`src/rtl/dispatch_queue_if.sv`:
```
// Decode-to-dispatcher enqueue bus and dispatcher-to-unit handshake bus.
// Signal names are seen from the dispatcher, which uses the slave modport.
interface dispatch_queue_if #(
   parameter int NUM_FU    = 5,
   parameter int DATA_W    = 32,
   parameter int PAYLOAD_W = 64
);
   logic                 i_valid;
   logic                 o_ready;
   logic [NUM_FU-1:0]    i_fu_sel;
   logic [1:0]           i_opa_sel;
   logic [1:0]           i_opb_sel;
   logic [DATA_W-1:0]    i_rs1_data;
   logic [DATA_W-1:0]    i_rs2_data;
   logic [DATA_W-1:0]    i_pc;
   logic [DATA_W-1:0]    i_imm;
   logic [PAYLOAD_W-1:0] i_payload;
   logic [NUM_FU-1:0]    o_fu_valid;
   logic [NUM_FU-1:0]    i_fu_ready;
   logic [DATA_W-1:0]    o_opa;
   logic [DATA_W-1:0]    o_opb;
   logic [DATA_W-1:0]    o_rs2;
   logic [PAYLOAD_W-1:0] o_payload;

   modport slave (
      input  i_valid, i_fu_sel, i_opa_sel, i_opb_sel, i_rs1_data, i_rs2_data,
             i_pc, i_imm, i_payload, i_fu_ready,
      output o_ready, o_fu_valid, o_opa, o_opb, o_rs2, o_payload
   );

   modport master (
      output i_valid, i_fu_sel, i_opa_sel, i_opb_sel, i_rs1_data, i_rs2_data,
             i_pc, i_imm, i_payload, i_fu_ready,
      input  o_ready, o_fu_valid, o_opa, o_opb, o_rs2, o_payload
   );
endinterface

```
`src/rtl/dispatch_queue.sv`:
```
// In-order dispatch FIFO: muxes operands at enqueue, presents the head to one
// functional unit, with flush, illegal-target drop and stall accounting.
module dispatch_queue #(
   parameter int NUM_FU    = 5,
   parameter int DEPTH     = 4,
   parameter int DATA_W    = 32,
   parameter int PAYLOAD_W = 64
) (
   input  logic                      i_clk,
   input  logic                      i_rst_n,
   input  logic                      i_flush,
   dispatch_queue_if.slave           bus,
   output logic [$clog2(DEPTH):0]    o_count,
   output logic                      o_illegal,
   output logic [31:0]               o_stall_cnt
);
   localparam int AW = $clog2(DEPTH);

   logic [DATA_W-1:0]    r_opa_mem [DEPTH];
   logic [DATA_W-1:0]    r_opb_mem [DEPTH];
   logic [DATA_W-1:0]    r_rs2_mem [DEPTH];
   logic [PAYLOAD_W-1:0] r_pay_mem [DEPTH];
   logic [NUM_FU-1:0]    r_sel_mem [DEPTH];

   logic [AW-1:0] r_wr_ptr;
   logic [AW-1:0] r_rd_ptr;
   logic [AW:0]   r_count;
   logic [31:0]   r_stall_cnt;

   logic [DATA_W-1:0] w_opa;
   logic [DATA_W-1:0] w_opb;
   logic [NUM_FU-1:0] w_head_sel;
   logic [NUM_FU-1:0] w_sel_low;
   logic              w_head_valid;
   logic              w_zero_hot;
   logic              w_accept;
   logic              w_enq;
   logic              w_deq;
   logic              w_stall;

   always_comb begin
      w_opa = '0;
      w_opb = '0;
      if (!bus.i_opa_sel[1]) w_opa = bus.i_opa_sel[0] ? bus.i_pc  : bus.i_rs1_data;
      if (!bus.i_opb_sel[1]) w_opb = bus.i_opb_sel[0] ? bus.i_imm : bus.i_rs2_data;
   end

   assign w_head_valid = (r_count != '0);
   assign w_head_sel   = r_sel_mem[r_rd_ptr];
   // x & -x isolates the lowest set bit, so multi-hot targets only the lowest unit
   assign w_sel_low    = w_head_sel & (~w_head_sel + NUM_FU'(1));
   assign w_zero_hot   = w_head_valid && (w_head_sel == '0);

   assign bus.o_ready    = (r_count != (AW+1)'(DEPTH));
   assign bus.o_fu_valid = (w_head_valid && !i_flush) ? w_sel_low : '0;
   assign bus.o_opa      = r_opa_mem[r_rd_ptr];
   assign bus.o_opb      = r_opb_mem[r_rd_ptr];
   assign bus.o_rs2      = r_rs2_mem[r_rd_ptr];
   assign bus.o_payload  = r_pay_mem[r_rd_ptr];

   assign w_accept = |(bus.o_fu_valid & bus.i_fu_ready);
   assign w_enq    = bus.i_valid && bus.o_ready && !i_flush;
   assign w_deq    = !i_flush && (w_zero_hot || w_accept);
   assign w_stall  = w_head_valid && !i_flush && !w_zero_hot && !w_accept;

   assign o_count     = r_count;
   assign o_illegal   = w_zero_hot && !i_flush;
   assign o_stall_cnt = r_stall_cnt;

   always_ff @(posedge i_clk) begin
      if (w_enq) begin
         r_opa_mem[r_wr_ptr] <= w_opa;
         r_opb_mem[r_wr_ptr] <= w_opb;
         r_rs2_mem[r_wr_ptr] <= bus.i_rs2_data;
         r_pay_mem[r_wr_ptr] <= bus.i_payload;
         r_sel_mem[r_wr_ptr] <= bus.i_fu_sel;
      end
   end

   always_ff @(posedge i_clk) begin
      if (!i_rst_n) begin
         r_wr_ptr    <= '0;
         r_rd_ptr    <= '0;
         r_count     <= '0;
         r_stall_cnt <= '0;
      end else begin
         if (i_flush) begin
            r_wr_ptr <= '0;
            r_rd_ptr <= '0;
            r_count  <= '0;
         end else begin
            if (w_enq) r_wr_ptr <= r_wr_ptr + AW'(1);
            if (w_deq) r_rd_ptr <= r_rd_ptr + AW'(1);
            case ({w_enq, w_deq})
               2'b10:   r_count <= r_count + (AW+1)'(1);
               2'b01:   r_count <= r_count - (AW+1)'(1);
               default: r_count <= r_count;
            endcase
         end
         if (w_stall && (r_stall_cnt != '1)) r_stall_cnt <= r_stall_cnt + 32'd1;
      end
   end
endmodule

```
`src/flat_wrapper.sv`:
```
// flat-port wrapper written by rule: the top's interface ports become plain ports
module dispatch_queue_flat 
#(
   parameter int NUM_FU    = 5,
   parameter int DEPTH     = 4,
   parameter int DATA_W    = 32,
   parameter int PAYLOAD_W = 64
)
  (i_clk, i_rst_n, i_flush, o_count, o_illegal, o_stall_cnt, bus_i_valid, bus_i_fu_sel, bus_i_opa_sel, bus_i_opb_sel, bus_i_rs1_data, bus_i_rs2_data, bus_i_pc, bus_i_imm, bus_i_payload, bus_i_fu_ready, bus_o_ready, bus_o_fu_valid, bus_o_opa, bus_o_opb, bus_o_rs2, bus_o_payload);
  dispatch_queue_if #(.NUM_FU(NUM_FU), .DATA_W(DATA_W), .PAYLOAD_W(PAYLOAD_W)) bus_i ();
  input  logic i_clk;
  input  logic i_rst_n;
  input  logic i_flush;
  output logic [$clog2(DEPTH):0] o_count;
  output logic o_illegal;
  output logic [31:0] o_stall_cnt;
  input wire logic [$bits(bus_i.i_valid)-1:0] bus_i_valid;
  input wire logic [$bits(bus_i.i_fu_sel)-1:0] bus_i_fu_sel;
  input wire logic [$bits(bus_i.i_opa_sel)-1:0] bus_i_opa_sel;
  input wire logic [$bits(bus_i.i_opb_sel)-1:0] bus_i_opb_sel;
  input wire logic [$bits(bus_i.i_rs1_data)-1:0] bus_i_rs1_data;
  input wire logic [$bits(bus_i.i_rs2_data)-1:0] bus_i_rs2_data;
  input wire logic [$bits(bus_i.i_pc)-1:0] bus_i_pc;
  input wire logic [$bits(bus_i.i_imm)-1:0] bus_i_imm;
  input wire logic [$bits(bus_i.i_payload)-1:0] bus_i_payload;
  input wire logic [$bits(bus_i.i_fu_ready)-1:0] bus_i_fu_ready;
  output wire logic [$bits(bus_i.o_ready)-1:0] bus_o_ready;
  output wire logic [$bits(bus_i.o_fu_valid)-1:0] bus_o_fu_valid;
  output wire logic [$bits(bus_i.o_opa)-1:0] bus_o_opa;
  output wire logic [$bits(bus_i.o_opb)-1:0] bus_o_opb;
  output wire logic [$bits(bus_i.o_rs2)-1:0] bus_o_rs2;
  output wire logic [$bits(bus_i.o_payload)-1:0] bus_o_payload;
  assign bus_i.i_valid = bus_i_valid;
  assign bus_i.i_fu_sel = bus_i_fu_sel;
  assign bus_i.i_opa_sel = bus_i_opa_sel;
  assign bus_i.i_opb_sel = bus_i_opb_sel;
  assign bus_i.i_rs1_data = bus_i_rs1_data;
  assign bus_i.i_rs2_data = bus_i_rs2_data;
  assign bus_i.i_pc = bus_i_pc;
  assign bus_i.i_imm = bus_i_imm;
  assign bus_i.i_payload = bus_i_payload;
  assign bus_i.i_fu_ready = bus_i_fu_ready;
  assign bus_o_ready = bus_i.o_ready;
  assign bus_o_fu_valid = bus_i.o_fu_valid;
  assign bus_o_opa = bus_i.o_opa;
  assign bus_o_opb = bus_i.o_opb;
  assign bus_o_rs2 = bus_i.o_rs2;
  assign bus_o_payload = bus_i.o_payload;
  dispatch_queue #(.NUM_FU(NUM_FU), .DEPTH(DEPTH), .DATA_W(DATA_W), .PAYLOAD_W(PAYLOAD_W)) u_core (.i_clk(i_clk), .i_rst_n(i_rst_n), .i_flush(i_flush), .bus(bus_i), .o_count(o_count), .o_illegal(o_illegal), .o_stall_cnt(o_stall_cnt));
endmodule
```
`config.mk`:
```
export PLATFORM = sky130hd
export DESIGN_NAME = dispatch_queue_flat
export DESIGN_NICKNAME = d
export VERILOG_FILES = /design/src/rtl/dispatch_queue_if.sv /design/src/rtl/dispatch_queue.sv /design/src/flat_wrapper.sv
export SDC_FILE = /design/constraint.sdc
export NUM_CORES = 1
export LEC_CHECK = 0
export ABC_AREA = 1
export CORE_MARGIN = 2
export CORE_UTILIZATION = 57
export DETAILED_ROUTE_END_ITERATION = 6
export DONT_BUFFER_PORTS = 1
export GPL_TIMING_DRIVEN = 0
export PLACE_DENSITY = 0.79
export SETUP_SLACK_MARGIN = 0.5
export SYNTH_ARGS = -nofsm -noshare
export SYNTH_HDL_FRONTEND = slang
export SYNTH_SLANG_ARGS = --single-unit
```
`constraint.sdc`:
```
create_clock -name i_clk -period 9.1 [get_ports i_clk]
set_input_delay 1.82 -clock i_clk [delete_from_list [all_inputs] [get_ports i_clk]]
set_output_delay 1.82 -clock i_clk [all_outputs]
set_load 0.02 [all_outputs]
```
Word level (Yosys, flattened, before mapping)

Memory sizes are Yosys's and may differ from the RTL's. A register that Yosys moved wholly into a read port is not among the register bits.
Cells that the tools add are included.

Word-level logic and storage cells: 59
Memories: 5
Output and inout bits: 202
Register bits after elaboration: 39
Memory bits (writable): 660
Bits of input ports: 210

Eq/ne operators: 4
Mux-type cells: 18
Bitwise gates (word level): 4
Add/subtract/negate cells: 6
Reduce and logical (&&, ||, !) cells: 18

Memories:

| name             | depth | width | read ports | clocked after Yosys merged registers in | wr ports | RTL line             | text |
|---|---|---|---|---|---|---|---|
| u_core.r_pay_mem | 4     | 64    | 1          | 1                                       | 1        | dispatch_queue.sv:22 | `logic [PAYLOAD_W-1:0] r_pay_mem [DEPTH];` |
| u_core.r_opa_mem | 4     | 32    | 1          | 1                                       | 1        | dispatch_queue.sv:19 | `logic [DATA_W-1:0] r_opa_mem [DEPTH];` |
| u_core.r_opb_mem | 4     | 32    | 1          | 1                                       | 1        | dispatch_queue.sv:20 | `logic [DATA_W-1:0] r_opb_mem [DEPTH];` |
| u_core.r_rs2_mem | 4     | 32    | 1          | 1                                       | 1        | dispatch_queue.sv:21 | `logic [DATA_W-1:0] r_rs2_mem [DEPTH];` |
| u_core.r_sel_mem | 4     | 5     | 1          | 1                                       | 1        | dispatch_queue.sv:23 | `logic [NUM_FU-1:0] r_sel_mem [DEPTH];` |

Operators by type and width:

| operator                                                              | number |
|---|---|
| 32-bit two-way mux                                                    | 4 |
| 32-bit by 1-bit adder with 32-bit output, second input constant       | 1 |
| 32-bit inequality test, second input constant                         | 1 |
| 2-bit two-way mux                                                     | 10 |
| 5-bit bitwise AND                                                     | 2 |
| 1-bit logical AND                                                     | 9 |
| 3-bit one-hot mux with 2 select lines                                 | 1 |
| 5-bit by 1-bit adder with 5-bit output, second input constant         | 1 |
| 5-bit zero test                                                       | 1 |
| 5-bit two-way mux                                                     | 1 |
| 5-bit inverter                                                        | 1 |
| 5-bit OR reduction                                                    | 1 |
| 2-bit by 1-bit adder with 2-bit output, second input constant         | 2 |
| 3-bit by 1-bit adder with 3-bit output, second input constant         | 1 |
| 1-bit zero test                                                       | 3 |
| 3-bit inequality test, second input constant                          | 1 |
| 3-bit nonzero test                                                    | 1 |
| 3-bit by 1-bit subtractor with 3-bit output, second input constant    | 1 |
| 2-bit by 1-bit equality test with 1-bit output, second input constant | 1 |
| 2-bit equality test, second input constant                            | 1 |
| 1-bit two-way mux                                                     | 2 |
| 2-bit nonzero test                                                    | 1 |
| 2-bit OR reduction                                                    | 1 |
| 1-bit logical OR                                                      | 1 |
| 1-bit inverter                                                        | 1 |

Depth between registers and ports, before layout

Depth after elaboration: 10
Mapped depth: 20

Worst setup path before layout

OpenSTA, ideal clock, no wires.

Path kind: input port to flip-flop
Start: input bus_i_valid
End: memory u_core.r_opa_mem[0][0], enable pin
Setup time: 0.692 ns
Stages on the path: 4
Slack: -0.527 ns
Path buffers: 0
Data required time: 8.408 ns
Arrival time: 8.935 ns
Path through: nand2_1 -> nor2_1 -> inv_1 -> nor2_1

Word-level cells in the longest chain between the ends: 4

RTL lines:

| what                                    | RTL line             | text |
|---|---|---|
| start, declared                         | flat_wrapper.sv:17   | `input wire logic [$bits(bus_i.i_valid)-1:0] bus_i_valid;` |
| 1-bit logical AND (2 in series)         | dispatch_queue.sv:62 | `assign w_enq = bus.i_valid && bus.o_ready && !i_flush;` |
| 1-bit two-way mux                       | dispatch_queue.sv:71 | `if (w_enq) begin` |
| 1-bit two-way mux (implied by the code) | dispatch_queue.sv:72 | `r_opa_mem[r_wr_ptr] <= w_opa;` |
| end, declared                           | dispatch_queue.sv:19 |  |

No other way between the ends.

==> run summary <==
Status: completed
Most frequent cells in the layout: edfxtp_1 (660), nor2_1 (413), o21ai_0 (326)
Adder-Cell Fraction of Synth Area: 0.3408%
Reg2reg end: u_core.r_pay_mem[2][58]
Slew @ Worst Pin: 1142 ps
Finished Cell Area: 31760 sq um
Data required time of the critical path: 7280 ps
Synth-to-layout area growth: 13.81%
Commonest non-fill, non-tap cell in the layout: edfxtp_1
Vias in the first global route: 18550
Final Skew: 21.69 ps
Final Cycle Share: 62.46%
Most Used Layer, Global Route: met2
Cells after Synth: 2269
Hold path start: u_core.r_rd_ptr[0]
H-Tree Depth: 3
Syn Area/Cell: 12.30 sq um
Post-Synth XOR/XNOR Area: 0.09417%
Switching share of total power: 20.98%
Residual DRC count: 0
Static leakage: 10.62 nW
Clk pwr share: 44.6%
Clock Sinks: 701
Routed len/inst: 25.20 microns
Die height: 225.2 microns
DR pass1 iterations: 6
Max-slew headroom: 23.90%
Antenna cells: 0
Core region area: 48650 sq um
Met1 usage: 36.63%
Mapped Area: 27900 sq um
Largest net degree at the start of global routing: 30
Design Power: 6.939 mW
Synth Area in Compound Gates: 10.99%
PwrDens: 218.5 nW/um^2
DIE AREA: 50740 sq um
Simple-Gate Fraction of Synth Area: 11.39%
Worst Hold End: u_core.r_rd_ptr[0]
Hold bufs inserted after CTS: 0
Maximum Capacitance Violations: 0
Final std cells w/o fill: 3048
Dpl cells: 2917
Hold depth: 2
Total number of vias: 19160
IO Port Bufs: 0
Die width: 225.2 microns
Syn_nets: 2486
Setup Crit Path Kind: register to primary output
Clk_lat worst skew: 620 ps
CP arrival: 3860 ps
Layout cell share with drive strength beyond 1: 7.502%
RSZ-0062 raised after global routing: no
Max-slew violations: 0
Global routing usage on met3: 9.166%
Starting Density: 57.36%
Crit-path max FO: 10
Reg clk slew, reported paths: 60 ps
# nets final: 2586
Drt first-iter violations: 2064
CP Launch Type: register
Post-synthesis mux area share: 0%
Final Hold Vio Count: 0
Longest Clk Path Bufs: 3
Post-Route WL: 76800 microns
Worst vdd ir: 178.9 uV
Layout Utilization: 65.28%
Flop pwr share: 51.9%
Minimum clock period: 5684 ps
Ys flop type: edfxtp_1
Largest family of logic cells by synthesized area: simple AND/OR/NAND/NOR gates
Setup Fix Bufs, Post-CTS: 0
Root Buffer: clkbuf_16
Initial antenna violation count: 0
# IOs: 412
Antenna viol nets, final: 0
Critical path endpoint category: primary output
Placed cell area: 29260 sq um
Gates resized, CTS repair: 0
Synth Warn #: 0
Worst min path class: register to register
Met2 GRT Util: 49.91%
Number of synthesized flops with an enable pin: 660
Reg2reg start: u_core.o_count[1]
Cell Int Power: 5.484 mW
GRT Total Usage: 29.83%
CTS tree: built
Total gr overflow: 0
RD Place Congestion: 0.8844
Worst R2R Setup Slack: 5760 ps
First-pass GRT wire length: 112100 microns
Seq cells post-synth: 701
Post-synth cell types: 32
Sequential fraction of the synthesis area: 73.97%
Via/cell ratio: 6.284
Total CTS buffers: 72
Final setup fails: 0
Combinational fraction of design power: 3.5%
Dpl hpwl: 51060 microns
Async S/R FF share, synth: 0%
Filler cells: 3371
Fmax: 175.9 MHz
Sw Pwr: 1.456 mW
R2r worst-path depth: 10
# rows: 81
sequential cells by signal (all words and copies together) (netlist names), named ones only:
| name | count |
|---|---|
| u_core.o_stall_cnt | 32 |
| u_core.r_opb_mem | 128 |
| u_core.r_wr_ptr | 2 |
| u_core.r_pay_mem | 256 |
| u_core.o_count | 3 |
| u_core.r_sel_mem | 20 |
| u_core.r_rd_ptr | 2 |
| u_core.r_opa_mem | 128 |
| u_core.r_rs2_mem | 128 |
final cells by class:
cell class	count	area [sq um]	area share, %
clock inverters	44	563.0	1.773
clock buffers	87	1932	6.084
inverters	74	277.8	0.8747
well taps	622	778.2	2.451
flip-flops and latches	701	20640	65.00
multi-input cells	1352	6395	20.14
plain buffers	142	619.3	1.950
repair buffers	26	550.5	1.734
power by group through the flow:
stage               clock network [mW]  registers [mW]  logic (mW)
floorplan                            0            3.68       0.160
detailed placement                   0            3.67       0.241
global route                      3.23            3.60       0.261
global placement                     0            3.69       0.220
finish                            3.09            3.60       0.245
CTS                               3.11            3.60       0.243
how the worst max path moves through the flow:
stage | startpoint | endpoint | slack (ps)
after floorplan | bus_i_valid | u_core.r_opa_mem[0][0] | -530
after global placement | bus_i_valid | u_core.r_pay_mem[3][32] | -6000
after detailed placement | register | bus_o_opb[17] | 3990
after CTS | register | bus_o_opb[17] | 3320
after global routing | register | bus_o_opb[17] | 3270
final | register | bus_o_opb[17] | 3420
critical path: stages (launching register included):
cell and delay [ps]:
dfxtp_1 480, buf_6 200, clkbuf_1 800, buf_2 500, clkbuf_1 480, nor2_1 100
o22ai_1 680
routing by layer:
metal | part of all wire (%) | up-vias
li1 | - | 8455
met1 | 36 | 9405
met2 | 50 | 1119
met3 | 11 | 176
met4 | 3.8 | 0
met5 | 0 | -
Yosys cell counts, types with 2 or more instances:
cell / count / area, sq um
buf_1: 5 / 18.77
inv_2: 6 / 22.52
nand2_2: 8 / 50.05
buf_2: 6 / 30.03
buf_6: 10 / 112.6
dfxtp_1: 41 / 820.8
nand2_1: 239 / 897.1
nand4_1: 34 / 212.7
nand3_1: 51 / 255.2
nor2_4: 2 / 22.52
a21oi_1: 79 / 395.4
nor3_1: 9 / 45.04
o21ai_0: 326 / 1632
xor2_1: 3 / 26.28
nand2_4: 2 / 22.52
o22ai_1: 160 / 1001
nor2_1: 417 / 1565
edfxtp_1: 660 / 19820
nand3_2: 6 / 60.06
ha_1: 6 / 75.07
o211ai_1: 2 / 15.01
inv_1: 68 / 255.2
clkbuf_1: 120 / 450.4
metrics by stage:
| stage | hold WS [ps] | TNS, ps | worst slack, ps |
|---|---|---|---|
| after global placement | 456.7 | -3886460 | -6001 |
| after global routing | 504.3 | 0 | 3274 |
| after detailed placement | 469.1 | 0 | 3991 |
| final | 482.7 | 0 | 3416 |
| after CTS | 477.0 | 0 | 3321 |
| after floorplan | 449.0 | -347940 | -527.2 |
cell families (layout without fill, tap and decap cells):
logic type      after synthesis  after routing
flops                       701            701
xor+xnor                      3              3
buf+inv                     216            373
fa+ha+maj                     7              7
compound gates              569            569
simple gates                773            773
(Power assumes the default switching activity.)
